### src/rtl/xge_pkg.sv
// Shared definitions for the 10GbE TX pause path.
//   PAUSE_QUANTUM_BITS : size of one 802.3x/PFC pause quantum in bit times
//   gate_state_e       : TX gate FSM state encoding
//   map_class()        : folds an out-of-range packet class onto the top class
package xge_pkg;

  localparam int unsigned PAUSE_QUANTUM_BITS = 512;

  typedef enum logic [1:0] {
    StIdle  = 2'd0,
    StArmed = 2'd1,
    StInPkt = 2'd2
  } gate_state_e;

  function automatic logic [2:0] map_class(input logic [2:0] tclass,
                                           input int unsigned num_classes);
    if ({29'd0, tclass} >= num_classes) begin
      return 3'(num_classes - 1);
    end
    return tclass;
  endfunction

endpackage

### src/rtl/xge_pause_quanta_cnt.sv
// Per-class pause quanta counter.
//   xgmii_clk : datapath clock
//   reset     : asynchronous, active-high
//   load      : load load_val this cycle (wins over a coincident decrement)
//   load_val  : pause quanta received for this class
//   tick      : one pulse per pause quantum, shared by all classes
//   paused    : counter nonzero
module xge_pause_quanta_cnt #(
  parameter int unsigned CNT_W = 16
) (
  input  logic             xgmii_clk,
  input  logic             reset,
  input  logic             load,
  input  logic [CNT_W-1:0] load_val,
  input  logic             tick,
  output logic             paused
);

  logic [CNT_W-1:0] cnt_q;

  always_ff @(posedge xgmii_clk or posedge reset) begin
    if (reset) begin
      cnt_q <= '0;
    end else if (load) begin
      cnt_q <= load_val;
    end else if (tick && (cnt_q != '0)) begin
      cnt_q <= cnt_q - 1'b1;
    end
  end

  assign paused = (cnt_q != '0);

endmodule

### src/rtl/xge_pfc_tx_gate.sv
// 802.3x / 802.1Qbb pause gate in front of the MAC TX adapter.
// Holds back new packets of paused classes; never truncates a packet in flight.
//   xgmii_clk, reset      : clock, asynchronous active-high reset
//   pause_req             : strobe, valid pause/PFC frame received
//   pause_class_en        : classes addressed by that frame
//   pause_val             : per-class quanta, class i at [i*CNT_W +: CNT_W]
//   s_axis_*              : upstream TX stream (s_axis_tclass = packet priority)
//   m_axis_*              : stream toward the MAC, zero latency
//   paused                : per-class pause active
//   pause_events          : saturating count of pause_req strobes
module xge_pfc_tx_gate
  import xge_pkg::*;
#(
  parameter int unsigned NUM_CLASSES   = 8,
  parameter int unsigned QUANTA_CYCLES = PAUSE_QUANTUM_BITS / 64,
  parameter int unsigned CNT_W         = 16
) (
  input  logic                         xgmii_clk,
  input  logic                         reset,
  input  logic                         pause_req,
  input  logic [NUM_CLASSES-1:0]       pause_class_en,
  input  logic [NUM_CLASSES*CNT_W-1:0] pause_val,
  input  logic [63:0]                  s_axis_tdata,
  input  logic [3:0]                   s_axis_tuser,
  input  logic                         s_axis_tlast,
  input  logic                         s_axis_tvalid,
  output logic                         s_axis_tready,
  input  logic [2:0]                   s_axis_tclass,
  output logic [63:0]                  m_axis_tdata,
  output logic [3:0]                   m_axis_tuser,
  output logic                         m_axis_tlast,
  output logic                         m_axis_tvalid,
  input  logic                         m_axis_tready,
  output logic [NUM_CLASSES-1:0]       paused,
  output logic [31:0]                  pause_events
);

  localparam int unsigned TICK_W = (QUANTA_CYCLES > 1) ? $clog2(QUANTA_CYCLES) : 1;

  // Quantum tick: free running, never re-phased by a load, so a pause may
  // release up to QUANTA_CYCLES-1 cycles early.
  logic [TICK_W-1:0] tick_cnt_q;
  logic              tick;

  assign tick = (tick_cnt_q == TICK_W'(QUANTA_CYCLES - 1));

  always_ff @(posedge xgmii_clk or posedge reset) begin
    if (reset) begin
      tick_cnt_q <= '0;
    end else if (tick) begin
      tick_cnt_q <= '0;
    end else begin
      tick_cnt_q <= tick_cnt_q + 1'b1;
    end
  end

  for (genvar i = 0; i < NUM_CLASSES; i++) begin : g_class
    xge_pause_quanta_cnt #(
      .CNT_W(CNT_W)
    ) u_cnt (
      .xgmii_clk(xgmii_clk),
      .reset    (reset),
      .load     (pause_req & pause_class_en[i]),
      .load_val (pause_val[i*CNT_W +: CNT_W]),
      .tick     (tick),
      .paused   (paused[i])
    );
  end

  always_ff @(posedge xgmii_clk or posedge reset) begin
    if (reset) begin
      pause_events <= '0;
    end else if (pause_req && (pause_events != 32'hFFFF_FFFF)) begin
      pause_events <= pause_events + 32'd1;
    end
  end

  // Gate: only IDLE looks at the pause state; once a beat has been offered
  // downstream the gate stays open until the packet's tlast handshake.
  gate_state_e state_q;
  logic [2:0]  cls;
  logic [7:0]  paused_ext;
  logic        gate_open;
  logic        beat_acc;

  assign cls        = map_class(s_axis_tclass, NUM_CLASSES);
  assign paused_ext = 8'(paused);
  assign gate_open  = (state_q != StIdle) || !paused_ext[cls];
  assign beat_acc   = s_axis_tvalid && m_axis_tready && gate_open;

  always_ff @(posedge xgmii_clk or posedge reset) begin
    if (reset) begin
      state_q <= StIdle;
    end else begin
      unique case (state_q)
        StIdle: begin
          if (beat_acc) begin
            state_q <= s_axis_tlast ? StIdle : StInPkt;
          end else if (s_axis_tvalid && gate_open) begin
            state_q <= StArmed;
          end
        end
        StArmed: begin
          if (beat_acc) begin
            state_q <= s_axis_tlast ? StIdle : StInPkt;
          end
        end
        StInPkt: begin
          if (beat_acc && s_axis_tlast) begin
            state_q <= StIdle;
          end
        end
        default: state_q <= StIdle;
      endcase
    end
  end

  // Valid is masked during reset; ready keeps following the MAC.
  assign m_axis_tvalid = s_axis_tvalid && gate_open && !reset;
  assign s_axis_tready = m_axis_tready && gate_open;
  assign m_axis_tdata  = s_axis_tdata;
  assign m_axis_tuser  = s_axis_tuser;
  assign m_axis_tlast  = s_axis_tlast;

endmodule
### config.mk
export PLATFORM = sky130hd
export DESIGN_NAME = xge_pfc_tx_gate
export DESIGN_NICKNAME = d
export VERILOG_FILES = /design/src/rtl/xge_pkg.sv /design/src/rtl/xge_pause_quanta_cnt.sv /design/src/rtl/xge_pfc_tx_gate.sv
export SDC_FILE = /design/constraint.sdc
export NUM_CORES = 1
export LEC_CHECK = 0
export ABC_AREA = 1
export CAP_MARGIN = 20
export CELL_PAD_IN_SITES_DETAIL_PLACEMENT = 1
export CELL_PAD_IN_SITES_GLOBAL_PLACEMENT = 2
export CORE_UTILIZATION = 24
export CTS_CLUSTER_SIZE = 24
export DETAILED_ROUTE_END_ITERATION = 8
export PLACE_DENSITY = 0.77
export SLEW_MARGIN = 20
export SYNTH_ARGS = -nofsm -noshare
export SYNTH_HDL_FRONTEND = slang
export SYNTH_SLANG_ARGS = --single-unit
### constraint.sdc
create_clock -name xgmii_clk -period 5.97 [get_ports xgmii_clk]
set_clock_uncertainty 0.05 [all_clocks]
set_input_delay 1.194 -clock xgmii_clk [delete_from_list [all_inputs] [get_ports xgmii_clk]]
set_output_delay 1.194 -clock xgmii_clk [all_outputs]
set_load 0.05 [all_outputs]
==> results.cfg, run 1 <==
[clock_tree]
tritoncts_num_sinks = 165
clk_root_buffer_cell = clkbuf_16
cts.clk_slew.worst_paths_ns = 0.07
cts_tree = done
hold_buffers = 0
cts.path.max_buffers = 2
cts_made_buffers = 17
post_cts_setup_buffer_count = 0
count_of_h_tree_levels_built_during_cts = 4
ctsResizeCount = 0
insertion_delay_ns = 0.49

[layout]
post_route_cells_drive_above_1_share_pct = 5.18
num-fill-cells = 5676
nNetsFinal = 1870
layout-area-overhead-vs-synth_pct = 22.5

[global_routing]
grt_antenna_before_repair = 3
pin_count_of_the_biggest_net_entering_global_routing = 92
grt_util_met1_pct = 19.6
grt_pass1_wl_microns = 58400
track_usage_pct = 15.7
number_of_global_route_vias_before_repair = 11000
global_route.peak_usage_layer = met2
met2_usage_pct = 25.8
grt_remaining_overflow = 0
met3_usage_pct = 4.22

[setup_path]
critPathMaxFanout = 5
r2r_setup_slack_ns = 3.26
critPathRequiredTime_ns = 4.73
worstSetupEndpointType = output pin
critical_path_arrival_ns = 3.32
start_kind = input pin
criticalPathCategory = input pin to output pin

[detailed_routing]
routedWlPerCell_microns = 15.8
drt_pass1_iterations = 4
routed_wirelength_microns = 35600
antenna_violating_nets_post_route = 0
drc_violations_left = 0
initialDrtViolationCount = 473
num_vias = 10600
post_drt_via_cell_ratio = 4.68

[place]
gp_congestion = 0.812
portBuffers = 187
place_hpwl_microns = 26400

[logic_synthesis]
synthesis.area_sq_mm = 0.0111
synth.avg_cell_area_sq_um = 7.16
netlist.top_cell.by_area = dfrtp_1
post_synth_main_area_contributors = dfrtp_1 (37%), nand2_1 (12%), nor2_1 (7.1%)
synth.yosys.seq_area_share_pct = 37.3
ys_warn_count = 0
synth_enable_flop_cells = 0
synth_async_sr_flop_share_pct = 100
synth.net_count = 1773
library_cell_with_the_highest_instance_count_after_synthesis = nand2_1
dominantRegCellSynth = dfrtp_1
netlist_instances = 1549
synth.cells.most_frequent = nand2_1 (350), nor2_1 (209), dfrtp_1 (165), inv_1 (158), o21ai_0 (113)
synth_top_area_share_pct = 37.3
synth_cell_type_count = 45
synth-seq-cells = 165

[timing]
worst_slew_pin_slew_ns = 0.959
layout_worst_path_cycle_share_pct = 76.5
max_freq_ghz = 0.219
period_minus_slack_ns = 4.57
timing.hold.ws_ns = 0.389
report.final.setup_viol = 0
relSlewSlack_pct = 36.1
finalMaxSlewViolations = 0
timing_hold_violations_final = 0
rsz0062_at_grt = false
setup-tns-final_ns = 0

[pwr]
power.leakage_nw = 5.78
cellPowerDensity_mw_per_mm2 = 283
peak_vdd_ir_mv = 0.190

[status]
run_status = finished, final reports clean

[die]
die_height_microns = 217
chipWidth_microns = 217
die-area_sq_mm = 0.0470
std_cell_rows = 78
pin_count = 324
core_area_sq_mm = 0.0455
initial_utilization_pct = 24.4

[worst_hold_path]
holdCritPathClass = flip-flop to flip-flop

[flow_run]
max_cap_viol_count = 0
[cell usage in the layout (no fill, tap or decap), types with 7 or more instances in the layout]
| cell | Yosys | final |
|---|---|---|
| a211oi_1 | 8 | 8 |
| a21oi_1 | 48 | 48 |
| a31oi_1 | 22 | 22 |
| a32oi_1 | 13 | 13 |
| buf_4 | 78 | 7 |
| clkbuf_16 | 0 | 17 |
| clkdlybuf4s50_1 | 0 | 187 |
| dfrtp_1 | 165 | 165 |
| ha_1 | 11 | 11 |
| inv_1 | 158 | 157 |
| inv_2 | 10 | 10 |
| nand2_1 | 350 | 350 |
| nand2_2 | 8 | 8 |
| nand3_1 | 82 | 82 |
| nand4_1 | 24 | 24 |
| nor2_1 | 209 | 209 |
| nor3_1 | 39 | 39 |
| nor4_1 | 10 | 10 |
| o211ai_1 | 30 | 30 |
| o21ai_0 | 113 | 113 |
| o21ai_1 | 15 | 15 |
| o22ai_1 | 10 | 10 |
| xnor2_1 | 17 | 17 |
| xor2_1 | 39 | 39 |
[flip-flops by register name, indices dropped and copies added, names as in the netlist]
| signal | count |
|---|---|
| state_q | 2 |
| pause_events | 32 |
| g_class.u_cnt.cnt_q | 128 |
| tick_cnt_q | 3 |
[area by class of cell]
cell class	count	area [sq um]	share of cell area (%)
diodes	2	5.00	0.0369
well taps	600	751	5.53
repair buffers	195	1940	14.3
inverters	171	647	4.76
multi-input cells	1096	5530	40.7
clock inverters	10	98.8	0.728
clock buffers	22	474	3.49
flip-flops and latches	165	4130	30.4
[worst paths after layout]
| path | end | startpoint | depth (start not counted) |
|---|---|---|---|
| min | tick_cnt_q[0] | tick_cnt_q[0] | 1 |
| max reg2reg | g_class[2].u_cnt.cnt_q[11] | g_class[2].u_cnt.cnt_q[0] | 11 |
| min reg2reg | tick_cnt_q[0] | tick_cnt_q[0] | 1 |
| max | m_axis_tvalid | s_axis_tclass[0] | 11 |
| min in group asynchronous | g_class[6].u_cnt.cnt_q[4] | reset | 2 |
| max in group asynchronous | g_class[2].u_cnt.cnt_q[7] | reset | 3 |
[layer usage]
layer / part of all wire, % / routed length, microns
met3: 4.4 / 1570
met1: 46 / 16400
met2: 47 / 16900
met4: 2.1 / 740
met5: 0.022 / 8
[cells by family after synthesis]
group	count (synthesis)	synth area share (%)
AO/OA/AOI/OAI	277	14.8
XOR/XNOR	56	4.42
adder cells (fa/ha/maj)	11	1.24
buffers and inverters	288	12.8
flip-flops	165	37.3
multiplexers	1	0.0903
AND/OR/NAND/NOR	751	29.4
[critical path, stage by stage]
cell and delay, ns:
clkdlybuf4s50_1 0.49, inv_1 0.15, nand3_1 0.10, nand2_1 0.07, nand2_1 0.05, nand2_1 0.06
nand2_1 0.07, nand3_1 0.17, nand2_1 0.07, nor2_1 0.09, clkdlybuf4s50_1 0.80
[metrics by stage]
| step | worst slack [ns] | std cells | instance area [sq um] | util (%) | total power [mW] |
|---|---|---|---|---|---|
| 2_1_floorplan | 0.264 | 1549 | 11100 | - | 2.46 |
| 3_3_place_gp | 1.44 | 2227 | 13000 | 28.6 | 2.71 |
| 5_1_grt | 1.19 | 2261 | 13600 | 29.9 | 4.14 |
| 4_1_cts | 1.37 | 2259 | 13600 | 29.9 | 3.94 |
| 6_report | 1.40 | 2261 | 13600 | 29.9 | 3.85 |
| 3_5_place_dp | 1.38 | 2227 | 13000 | 28.6 | 2.75 |
[where the power goes]
part | internal, mW | switching [mW]
Clock | 0.608 | 0.523
Sequential | 1.34 | 0.226
Combinational | 0.451 | 0.702
Total | 2.39 | 1.45
Power figures use the tool's default switching activity.
==> run 2: changes to the inputs <==
==> constraint.sdc (replaced) <==
create_clock -name xgmii_clk -period 3.8 [get_ports xgmii_clk]
set_clock_uncertainty 0.05 [all_clocks]
set_input_delay 0.76 -clock xgmii_clk [delete_from_list [all_inputs] [get_ports xgmii_clk]]
set_output_delay 0.76 -clock xgmii_clk [all_outputs]
set_load 0.05 [all_outputs]
==> run 2 against run 1 <==
Net effect:
- worst setup slack got worse by 1.1 ns
- wire length rose by 0.99%
- largest cell class unchanged
- clock power rose by 69%
==> results.cfg, run 2 (same netlist as run 1, synthesis figures left out) <==
[status]
run_status = finished, final reports clean

[die]
die-area_sq_mm = 0.0470
chipWidth_microns = 217
std_cell_rows = 78
pin_count = 324
die_height_microns = 217
core_area_sq_mm = 0.0455
initial_utilization_pct = 24.4

[global_routing]
number_of_global_route_vias_before_repair = 11300
track_usage_pct = 15.9
grt_antenna_before_repair = 0
grt_pass1_wl_microns = 58800
pin_count_of_the_biggest_net_entering_global_routing = 166
grt_remaining_overflow = 0

[detailed_routing]
drc_violations_left = 0
drt_pass1_iterations = 4
post_drt_via_cell_ratio = 4.67
routedWlPerCell_microns = 15.8
routed_wirelength_microns = 36000
initialDrtViolationCount = 407
num_vias = 10600
antenna_violating_nets_post_route = 0

[clock_tree]
cts.clk_slew.worst_paths_ns = 0.07
tritoncts_num_sinks = 165
clk_root_buffer_cell = clkbuf_16
count_of_h_tree_levels_built_during_cts = 4
post_cts_setup_buffer_count = 0
cts_made_buffers = 17
cts.path.max_buffers = 2
insertion_delay_ns = 0.49
cts_tree = done

[setup_path]
r2r_setup_slack_ns = 1.07
cpPeakStageDelay_ns = 0.73
rr_worst_depth = 11
critPathRequiredTime_ns = 2.99
start_kind = flip-flop
critPathMaxFanout = 3
worstPathCellList = inv_1 -> ha_1 -> nand3_1 -> inv_1 -> nand2_1 -> nor3_1 -> nand3_1 -> clkdlybuf4s50_1
critical_path_arrival_ns = 2.68
worstReg2RegStart = g_class[2].u_cnt.cnt_q[0]
worstSetupEndpointType = output pin
r2r_end = g_class[2].u_cnt.cnt_q[11]
critical_path.slowest_cell = clkdlybuf4s50_1
worstSetupEndpoint = paused[5]
cp-startpoint = g_class[5].u_cnt.cnt_q[0]
criticalPathCategory = flip-flop to output pin

[timing]
relSlewSlack_pct = 29.7
rsz0062_at_grt = false
smallest_setup_slack_after_layout_ns = 0.307
timing_hold_violations_final = 0
report.final.setup_viol = 0
finalMaxSlewViolations = 0
layout_worst_path_cycle_share_pct = 91.9
setup-tns-final_ns = 0
period_minus_slack_ns = 3.49
max_freq_ghz = 0.286
worst_slew_pin_slew_ns = 1.05

[layout]
regMostFlops = g_class.u_cnt.cnt_q
layout_common_cells = nand2_1 (350), nor2_1 (209), clkdlybuf4s50_1 (184), dfrtp_1 (165), inv_1 (157)
nNetsFinal = 1881
antenna_cells = 0
top_regs = g_class.u_cnt.cnt_q: 128 flops, pause_events: 32 flops, tick_cnt_q: 3 flops
layout-area-overhead-vs-synth_pct = 23.8
final_common_cell = nand2_1
largest_reg_flops = 128
seqCellArea_sq_mm = 0.00413
fin_util_pct = 30.2
multi_input_comb_area_sq_mm = 0.00553
num-fill-cells = 5622
post_route_cells_drive_above_1_share_pct = 6.05

[pwr]
peak_vdd_ir_mv = 0.317
power.leakage_nw = 5.86
cellPowerDensity_mw_per_mm2 = 452
power.total_mw = 6.20

[place]
portBuffers = 187
place_ws_ns = 0.586
place_hpwl_microns = 26700
gp_congestion = 0.771

[flow_run]
max_cap_viol_count = 0

[worst_hold_path]
holdCritPathClass = flip-flop to flip-flop
-- run 2: cell type report --
class	count	share of cell area, %
repair buffers	206	14.9
inverters	171	4.71
multi-input cells	1096	40.3
clock inverters	14	1.29
flip-flops and latches	165	30.1
clock buffers	18	3.20
well taps	600	5.47
-- run 2: per-layer routing --
| layer | up-vias | routed length [microns] | track usage [%] |
|---|---|---|---|
| li1 | 5251 | - | - |
| met1 | 5181 | 16700 | 19.5 |
| met2 | 150 | 17500 | 27.1 |
| met3 | 30 | 1350 | 3.96 |
| met4 | 0 | 488 | 5.12 |
| met5 | - | 0 | 0 |
-- run 2: stage by stage --
step	std cells	area [sq um]	hold WS, ns
finish	2270	13700	0.389
global route	2270	13700	0.417
CTS	2270	13700	0.394
detailed placement	2238	13100	0.379
global placement	2238	13100	0.365
floorplan	1549	11100	0.353
-- run 2: worst min path at each step --
stage / to / from / slack, ns / cells past startpoint
finish: tick_cnt_q[0] / tick_cnt_q[0] / 0.39 / 1
global route: tick_cnt_q[0] / tick_cnt_q[0] / 0.42 / 1
CTS: tick_cnt_q[0] / tick_cnt_q[0] / 0.39 / 1
detailed placement: tick_cnt_q[0] / tick_cnt_q[0] / 0.38 / 1
global placement: tick_cnt_q[0] / tick_cnt_q[0] / 0.37 / 1
floorplan: tick_cnt_q[0] / tick_cnt_q[0] / 0.35 / 1
-- run 2: timing repair --
item | 4_1_cts | 5_1_grt
endpoints found under the setup margin | 0 | 1
resized for setup | 0 | 1
hold buffers | 0 | 0
-- run 2: where the power goes --
part           total (mW)  switching (mW)  internal, mW
clock network        1.91           0.857          1.06
registers            2.45           0.356          2.10
logic                1.83            1.11         0.726
-- run 2: critical path: cells and delay by family (launching register included) --
kind / cells / cell delay, ns
DFF: 1 / 0.40
and+or+nand+nor: 4 / 0.67
adders and majority gates: 1 / 0.19
buffers and inverters: 3 / 0.93
